`src/rtl/axi_access_scheduler_if.sv`:
```
// Client-side and bus-side handshake bundle for the access scheduler.
// The scheduler takes the master view; clients and bus adapters take the slave view.
interface axi_access_scheduler_if;
    logic        if_req;
    logic [31:0] if_addr;
    logic        if_addr_ok;
    logic        if_data_ok;
    logic [31:0] if_rdata;

    logic        mem_req;
    logic        mem_we;
    logic [31:0] mem_addr;
    logic [31:0] mem_wdata;
    logic [3:0]  mem_wstrb;
    logic        mem_addr_ok;
    logic        mem_data_ok;
    logic [31:0] mem_rdata;

    logic        bus_req;
    logic        bus_we;
    logic [31:0] bus_addr;
    logic [31:0] bus_wdata;
    logic [3:0]  bus_wstrb;
    logic        bus_addr_ok;
    logic        bus_data_ok;
    logic [31:0] bus_rdata;

    modport master (
        input  if_req, if_addr,
        input  mem_req, mem_we, mem_addr, mem_wdata, mem_wstrb,
        input  bus_addr_ok, bus_data_ok, bus_rdata,
        output if_addr_ok, if_data_ok, if_rdata,
        output mem_addr_ok, mem_data_ok, mem_rdata,
        output bus_req, bus_we, bus_addr, bus_wdata, bus_wstrb
    );

    modport slave (
        output if_req, if_addr,
        output mem_req, mem_we, mem_addr, mem_wdata, mem_wstrb,
        output bus_addr_ok, bus_data_ok, bus_rdata,
        input  if_addr_ok, if_data_ok, if_rdata,
        input  mem_addr_ok, mem_data_ok, mem_rdata,
        input  bus_req, bus_we, bus_addr, bus_wdata, bus_wstrb
    );
endinterface

```
`src/rtl/axi_access_scheduler.sv`:
```
// Single-outstanding scheduler arbitrating IF and MEM accesses onto one bus port,
// with kseg0/kseg1 unmapping, flush-discard of IF completions and MEM starvation limit.
module axi_access_scheduler #(
    parameter int STARVE_LIMIT = 4
) (
    input  logic                          clk,
    input  logic                          reset,
    input  logic                          flush,
    axi_access_scheduler_if.master        acc,
    output logic                          busy
);

    typedef enum logic [2:0] {
        IDLE     = 3'd0,
        IF_ADDR  = 3'd1,
        IF_DATA  = 3'd2,
        MEM_ADDR = 3'd3,
        MEM_DATA = 3'd4
    } state_t;

    localparam logic [2:0] STARVE_MAX = 3'(STARVE_LIMIT);

    state_t      state_reg;
    state_t      state_next;
    logic        discard_reg;
    logic [2:0]  starve_cnt_reg;
    logic        we_reg;
    logic [31:0] addr_reg;
    logic [31:0] wdata_reg;
    logic [3:0]  wstrb_reg;
    logic        if_data_ok_reg;
    logic        mem_data_ok_reg;
    logic [31:0] if_rdata_reg;
    logic [31:0] mem_rdata_reg;

    logic        if_eligible;
    logic        if_grant;
    logic        mem_grant;

    // kseg0/kseg1 both alias the low 512 MB of physical space
    function automatic logic [31:0] unmap(input logic [31:0] va);
        if (va[31:29] == 3'b100 || va[31:29] == 3'b101)
            unmap = {3'b000, va[28:0]};
        else
            unmap = va;
    endfunction

    always_comb begin
        state_next  = state_reg;
        if_eligible = 1'b0;
        if_grant    = 1'b0;
        mem_grant   = 1'b0;
        case (state_reg)
            IDLE: begin
                if (reset) begin
                    // A flushed IF request does not block MEM from taking the slot
                    if_eligible = acc.if_req & ~flush;
                    mem_grant   = acc.mem_req &
                                  ((starve_cnt_reg < STARVE_MAX) | ~if_eligible);
                    if_grant    = if_eligible & ~mem_grant;
                end
                if (mem_grant)
                    state_next = MEM_ADDR;
                else if (if_grant)
                    state_next = IF_ADDR;
            end
            IF_ADDR:  if (acc.bus_addr_ok) state_next = IF_DATA;
            IF_DATA:  if (acc.bus_data_ok) state_next = IDLE;
            MEM_ADDR: if (acc.bus_addr_ok) state_next = MEM_DATA;
            MEM_DATA: if (acc.bus_data_ok) state_next = IDLE;
            default:  state_next = IDLE;
        endcase
    end

    always_ff @(posedge clk or negedge reset) begin
        if (!reset) begin
            state_reg       <= IDLE;
            discard_reg     <= 1'b0;
            starve_cnt_reg  <= 3'd0;
            we_reg          <= 1'b0;
            addr_reg        <= 32'd0;
            wdata_reg       <= 32'd0;
            wstrb_reg       <= 4'd0;
            if_data_ok_reg  <= 1'b0;
            mem_data_ok_reg <= 1'b0;
            if_rdata_reg    <= 32'd0;
            mem_rdata_reg   <= 32'd0;
        end else begin
            state_reg       <= state_next;
            if_data_ok_reg  <= 1'b0;
            mem_data_ok_reg <= 1'b0;
            case (state_reg)
                IDLE: begin
                    discard_reg <= 1'b0;
                    if (mem_grant) begin
                        we_reg    <= acc.mem_we;
                        addr_reg  <= unmap(acc.mem_addr);
                        wdata_reg <= acc.mem_wdata;
                        wstrb_reg <= acc.mem_wstrb;
                    end else if (if_grant) begin
                        we_reg    <= 1'b0;
                        addr_reg  <= unmap(acc.if_addr);
                        wdata_reg <= 32'd0;
                        wstrb_reg <= 4'd0;
                    end
                    if (if_grant || !acc.if_req)
                        starve_cnt_reg <= 3'd0;
                    else if (mem_grant && starve_cnt_reg != 3'd7)
                        starve_cnt_reg <= starve_cnt_reg + 3'd1;
                end
                IF_ADDR: begin
                    if (flush)
                        discard_reg <= 1'b1;
                end
                IF_DATA: begin
                    if (acc.bus_data_ok) begin
                        // A flush arriving with the data still kills the completion
                        if (!discard_reg && !flush) begin
                            if_data_ok_reg <= 1'b1;
                            if_rdata_reg   <= acc.bus_rdata;
                        end
                        discard_reg <= 1'b0;
                    end else if (flush) begin
                        discard_reg <= 1'b1;
                    end
                end
                MEM_DATA: begin
                    if (acc.bus_data_ok) begin
                        mem_data_ok_reg <= 1'b1;
                        mem_rdata_reg   <= we_reg ? 32'd0 : acc.bus_rdata;
                    end
                end
                default: ;
            endcase
        end
    end

    assign acc.if_addr_ok  = if_grant;
    assign acc.mem_addr_ok = mem_grant;
    assign acc.if_data_ok  = if_data_ok_reg;
    assign acc.if_rdata    = if_rdata_reg;
    assign acc.mem_data_ok = mem_data_ok_reg;
    assign acc.mem_rdata   = mem_rdata_reg;
    assign acc.bus_req     = (state_reg == IF_ADDR) || (state_reg == MEM_ADDR);
    assign acc.bus_we      = we_reg;
    assign acc.bus_addr    = addr_reg;
    assign acc.bus_wdata   = wdata_reg;
    assign acc.bus_wstrb   = wstrb_reg;
    assign busy            = (state_reg != IDLE);

endmodule

```
`src/flat_wrapper.sv`:
```
// flat-port wrapper written by rule: the top's interface ports become plain ports
module axi_access_scheduler_flat 
#(
    parameter int STARVE_LIMIT = 4
)
  (clk, reset, flush, busy, acc_if_req, acc_if_addr, acc_mem_req, acc_mem_we, acc_mem_addr, acc_mem_wdata, acc_mem_wstrb, acc_bus_addr_ok, acc_bus_data_ok, acc_bus_rdata, acc_if_addr_ok, acc_if_data_ok, acc_if_rdata, acc_mem_addr_ok, acc_mem_data_ok, acc_mem_rdata, acc_bus_req, acc_bus_we, acc_bus_addr, acc_bus_wdata, acc_bus_wstrb);
  axi_access_scheduler_if acc_i ();
  input  logic clk;
  input  logic reset;
  input  logic flush;
  output logic busy;
  input wire logic [$bits(acc_i.if_req)-1:0] acc_if_req;
  input wire logic [$bits(acc_i.if_addr)-1:0] acc_if_addr;
  input wire logic [$bits(acc_i.mem_req)-1:0] acc_mem_req;
  input wire logic [$bits(acc_i.mem_we)-1:0] acc_mem_we;
  input wire logic [$bits(acc_i.mem_addr)-1:0] acc_mem_addr;
  input wire logic [$bits(acc_i.mem_wdata)-1:0] acc_mem_wdata;
  input wire logic [$bits(acc_i.mem_wstrb)-1:0] acc_mem_wstrb;
  input wire logic [$bits(acc_i.bus_addr_ok)-1:0] acc_bus_addr_ok;
  input wire logic [$bits(acc_i.bus_data_ok)-1:0] acc_bus_data_ok;
  input wire logic [$bits(acc_i.bus_rdata)-1:0] acc_bus_rdata;
  output wire logic [$bits(acc_i.if_addr_ok)-1:0] acc_if_addr_ok;
  output wire logic [$bits(acc_i.if_data_ok)-1:0] acc_if_data_ok;
  output wire logic [$bits(acc_i.if_rdata)-1:0] acc_if_rdata;
  output wire logic [$bits(acc_i.mem_addr_ok)-1:0] acc_mem_addr_ok;
  output wire logic [$bits(acc_i.mem_data_ok)-1:0] acc_mem_data_ok;
  output wire logic [$bits(acc_i.mem_rdata)-1:0] acc_mem_rdata;
  output wire logic [$bits(acc_i.bus_req)-1:0] acc_bus_req;
  output wire logic [$bits(acc_i.bus_we)-1:0] acc_bus_we;
  output wire logic [$bits(acc_i.bus_addr)-1:0] acc_bus_addr;
  output wire logic [$bits(acc_i.bus_wdata)-1:0] acc_bus_wdata;
  output wire logic [$bits(acc_i.bus_wstrb)-1:0] acc_bus_wstrb;
  assign acc_i.if_req = acc_if_req;
  assign acc_i.if_addr = acc_if_addr;
  assign acc_i.mem_req = acc_mem_req;
  assign acc_i.mem_we = acc_mem_we;
  assign acc_i.mem_addr = acc_mem_addr;
  assign acc_i.mem_wdata = acc_mem_wdata;
  assign acc_i.mem_wstrb = acc_mem_wstrb;
  assign acc_i.bus_addr_ok = acc_bus_addr_ok;
  assign acc_i.bus_data_ok = acc_bus_data_ok;
  assign acc_i.bus_rdata = acc_bus_rdata;
  assign acc_if_addr_ok = acc_i.if_addr_ok;
  assign acc_if_data_ok = acc_i.if_data_ok;
  assign acc_if_rdata = acc_i.if_rdata;
  assign acc_mem_addr_ok = acc_i.mem_addr_ok;
  assign acc_mem_data_ok = acc_i.mem_data_ok;
  assign acc_mem_rdata = acc_i.mem_rdata;
  assign acc_bus_req = acc_i.bus_req;
  assign acc_bus_we = acc_i.bus_we;
  assign acc_bus_addr = acc_i.bus_addr;
  assign acc_bus_wdata = acc_i.bus_wdata;
  assign acc_bus_wstrb = acc_i.bus_wstrb;
  axi_access_scheduler #(.STARVE_LIMIT(STARVE_LIMIT)) u_core (.clk(clk), .reset(reset), .flush(flush), .acc(acc_i), .busy(busy));
endmodule
```
`config.mk`:
```
export PLATFORM = sky130hd
export DESIGN_NAME = axi_access_scheduler_flat
export DESIGN_NICKNAME = d
export VERILOG_FILES = /design/src/rtl/axi_access_scheduler_if.sv /design/src/rtl/axi_access_scheduler.sv /design/src/flat_wrapper.sv
export SDC_FILE = /design/constraint.sdc
export NUM_CORES = 1
export LEC_CHECK = 0
export ABC_AREA = 1
export CORE_MARGIN = 4
export CORE_UTILIZATION = 45
export DETAILED_ROUTE_END_ITERATION = 8
export PLACE_DENSITY = 0.86
export SLEW_MARGIN = 30
export SYNTH_ARGS = -nofsm -noshare
export SYNTH_HDL_FRONTEND = slang
export SYNTH_SLANG_ARGS = --single-unit
```
`constraint.sdc`:
```
create_clock -name clk -period 2.8 [get_ports clk]
set_input_delay 0.56 -clock clk [delete_from_list [all_inputs] [get_ports clk]]
set_output_delay 0.56 -clock clk [all_outputs]
set_load 0.02 [all_outputs]
```
==> reports/results.tsv <==
stage	metric	value	unit
finish	area_growth_syn_to_layout	57.8	%
pwr	p_leak	4.74	nW
detailed_routing	vias	5987	
pwr	switching_share	0.383	
yosys	synth_mux_area_frac	0	
cts	clk_latency	410	ps
pwr	power_switching	4.29	mW
yosys	synth-seq-cells	142	
detailed_routing	drt_iter0_markers	458	
yosys	synth_area	6150	um^2
yosys	synth.distinct_cells	17	
sta	whs	403	ps
sta	fin_ws	128	ps
floorplanning	core-area	13300	um^2
setup_path	critical_path_required	2240	ps
pwr	p_total	11.2	mW
pwr	p_int	6.89	mW
global_routing	met3_usage	0.0858	
yosys	yosysSeqAreaShare	0.578	
sta	finalSetupViolations	0	
setup_path	arrival	2110	ps
setup_path	end_kind	output port	
place	gp_congestion	0.830	
cts	clk_path_buf_depth	2	
place	dp_slack	135	ps
setup_path	crit_start	acc_if_req	
yosys	synth_fa_ha_area_frac	0.00407	
place	postPlaceCellArea	9090	um^2
job	drv_cap	0	
sta	fin_setup_tns	0	ps
floorplanning	initial_core_util	0.463	
setup_path	rr_startpoint	u_core.state_reg[2]	
finish	drive_above_1_share	0.0525	
global_routing	grt-ovfl-total	0	
global_routing	grt_pass1_wl	30.5	mm
setup_path	cp_common_cell	clkdlybuf4s50_1	
detailed_routing	drt-vias-per-instance	4.97	
yosys	synth_xor_area_frac	0	
detailed_routing	wl	19.1	mm
global_routing	grt_use_total	0.243	
hold_path	hold_path.class	in2async	
sta	grt_setup_unrepaired	false	
global_routing	grtUsageMet2	0.419	
sta	fin_crit_sh	0.954	
floorplanning	num_rows	42	
global_routing	grt_pass1_vias	5974	
setup_path	path_class	in2out	
finish	fin_util	0.730	
sta	finalHoldViolCount	0	
floorplanning	die_w	125	um
sta	max_freq	374	MHz
cts	cts_buffers	17	
global_routing	antenna_found_initial	0	
detailed_routing	wire_per_inst	15.8	um
floorplanning	dieArea	15600	um^2
cts	cts.htree.levels	4	
sta	timing.final.crit_period	2670	ps
setup_path	rr_endpoint	u_core.acc.bus_addr[20]	
detailed_routing	drc	0	
detailed_routing	dr.pass1.iters	7	
cts	cts_tree	built	
finish	antenna_cells	0	
cts	clock-root-buffer	clkbuf_16	
cts	cts_sinks	142	
sta	drv_slew	0	
yosys	yosys.area_share.simple	0.317	
finish	finalNetCount	1160	
setup_path	cp_max_fo	4	
cts	cts.repair.resized	0	
global_routing	use_met1	0.284	
sta	fin_skew	6.62	ps
setup_path	cpPeakStageDelay	590	ps
pwr	power_frac_clock	0.205	
floorplanning	fp.dieH	125	um
setup_path	r2r_cells	10	
cts	cts_hold_buf	1	
cts	cts_setup_buffers	0	
setup_path	crit_chain	clkdlybuf4s50_1, nand3_1, nand2_1, nand3_2, inv_1, clkdlybuf4s50_1	
sta	timing_worst_slew_pin_value	851	ps
yosys	synth_top_family_by_area	simple AND/OR/NAND/NOR gates	
yosys	syn_area_per_cell	8.18	um^2
pwr	seqPwrFrac	0.325	
finish	final_area	9700	um^2
global_routing	grt_max_degree	70	
place	dp_hpwl	13.3	mm
finish	final_cells	1205	
yosys	synth-compound-area-share	0.0342	
setup_path	rrSetupSlack	740	ps
pwr	ir_drop	0.633	mV
setup_path	cp-start-kind	input port	
yosys	syn_nets	894	
yosys	synthCells	752	
floorplanning	top_level_ports	279	
status	status	finished, final reports clean	
detailed_routing	antenna_left	0	
pwr	combPwrFrac	0.470	
place	place_inst	1174	
pwr	powerDensity	1150	nW/um^2
sta	slew_headroom	0.432	
global_routing	grt-busiest-layer	met2	
cts	clkSlewWorstSetupHoldPaths	60	ps
yosys	yosysWarningCount	0	
setup_path	slowest_stage	clkdlybuf4s50_1	
place	portBuffers	278	
-- worst max-delay path by stage --
stage	end	slack, ps	depth (start not counted)
after floorplan	acc_if_addr_ok	870	7
final	acc_if_addr_ok	130	6
after global placement	acc_mem_addr_ok	200	6
after CTS	acc_mem_addr_ok	130	6
after global routing	acc_if_addr_ok	50	6
after detailed placement	acc_mem_addr_ok	130	6
-- Yosys cell counts, drive strengths merged --
library cell,number,share of area
nand2,345,0.21
dfrtp,142,0.58
nand3,113,0.092
inv,48,0.029
o21ai,39,0.032
buf,37,0.033
nor2,12,0.0098
clkbuf,8,0.0049
a21oi,3,0.0024
ha,2,0.0041
nand4,2,0.0031
nor4,1,0.0010
-- layer usage --
metal	up-vias	share of wire
li1	2888	-
met1	2818	0.39
met2	254	0.50
met3	27	0.088
met4	0	0.021
met5	-	0
-- final cells by class --
class                           instances  area (um^2)
Fill cell                            1010         3590
Sequential cell                       142         3550
Timing Repair Buffer                  292         2940
Multi-Input combinational cell        517         2200
Clock buffer                           20          467
Tap cell                              176          220
Inverter                               48          180
Clock inverter                         10          139
-- critical path: cells and delay by family --
family                 cells  cell delay (ps)
buffers and inverters      3             1200
AND/OR/NAND/NOR            3              350
-- power groups by stage --
stage / sequential [mW] / clock (mW) / combinational, mW
after floorplan: 4.76 / 0 / 1.39
after detailed placement: 3.63 / 0 / 5.29
after CTS: 3.63 / 2.32 / 5.32
after global placement: 3.60 / 0 / 5.19
final: 3.63 / 2.29 / 5.25
after global routing: 3.75 / 2.42 / 5.65
-- cells by family (layout without fill, tap and decap cells) --
| kind of cell | after synthesis | in the layout |
|---|---|---|
| buf+inv | 93 | 370 |
| compound gates | 42 | 42 |
| fa+ha+maj | 2 | 2 |
| flops | 142 | 142 |
| simple gates | 473 | 473 |
-- cells in the final DEF, fill, tap and decap left out --
cell,count
nor2_1,10
clkdlybuf4s50_1,277
dlygate4sd3_1,1
buf_6,1
nand2_2,1
clkbuf_16,17
clkinv_2,2
clkinvlp_4,4
nor2_4,2
buf_12,4
inv_1,44
clkinv_4,1
bufinv_16,3
nor4_2,1
nand2_1,344
ha_1,2
clkbuf_8,3
nand4_4,1
nand3_2,1
a21oi_1,3
dfrtp_1,142
buf_4,9
inv_2,4
nand4_1,1
o21ai_0,39
nand3_1,112
No activity file was read; power rests on OpenSTA's default activity.
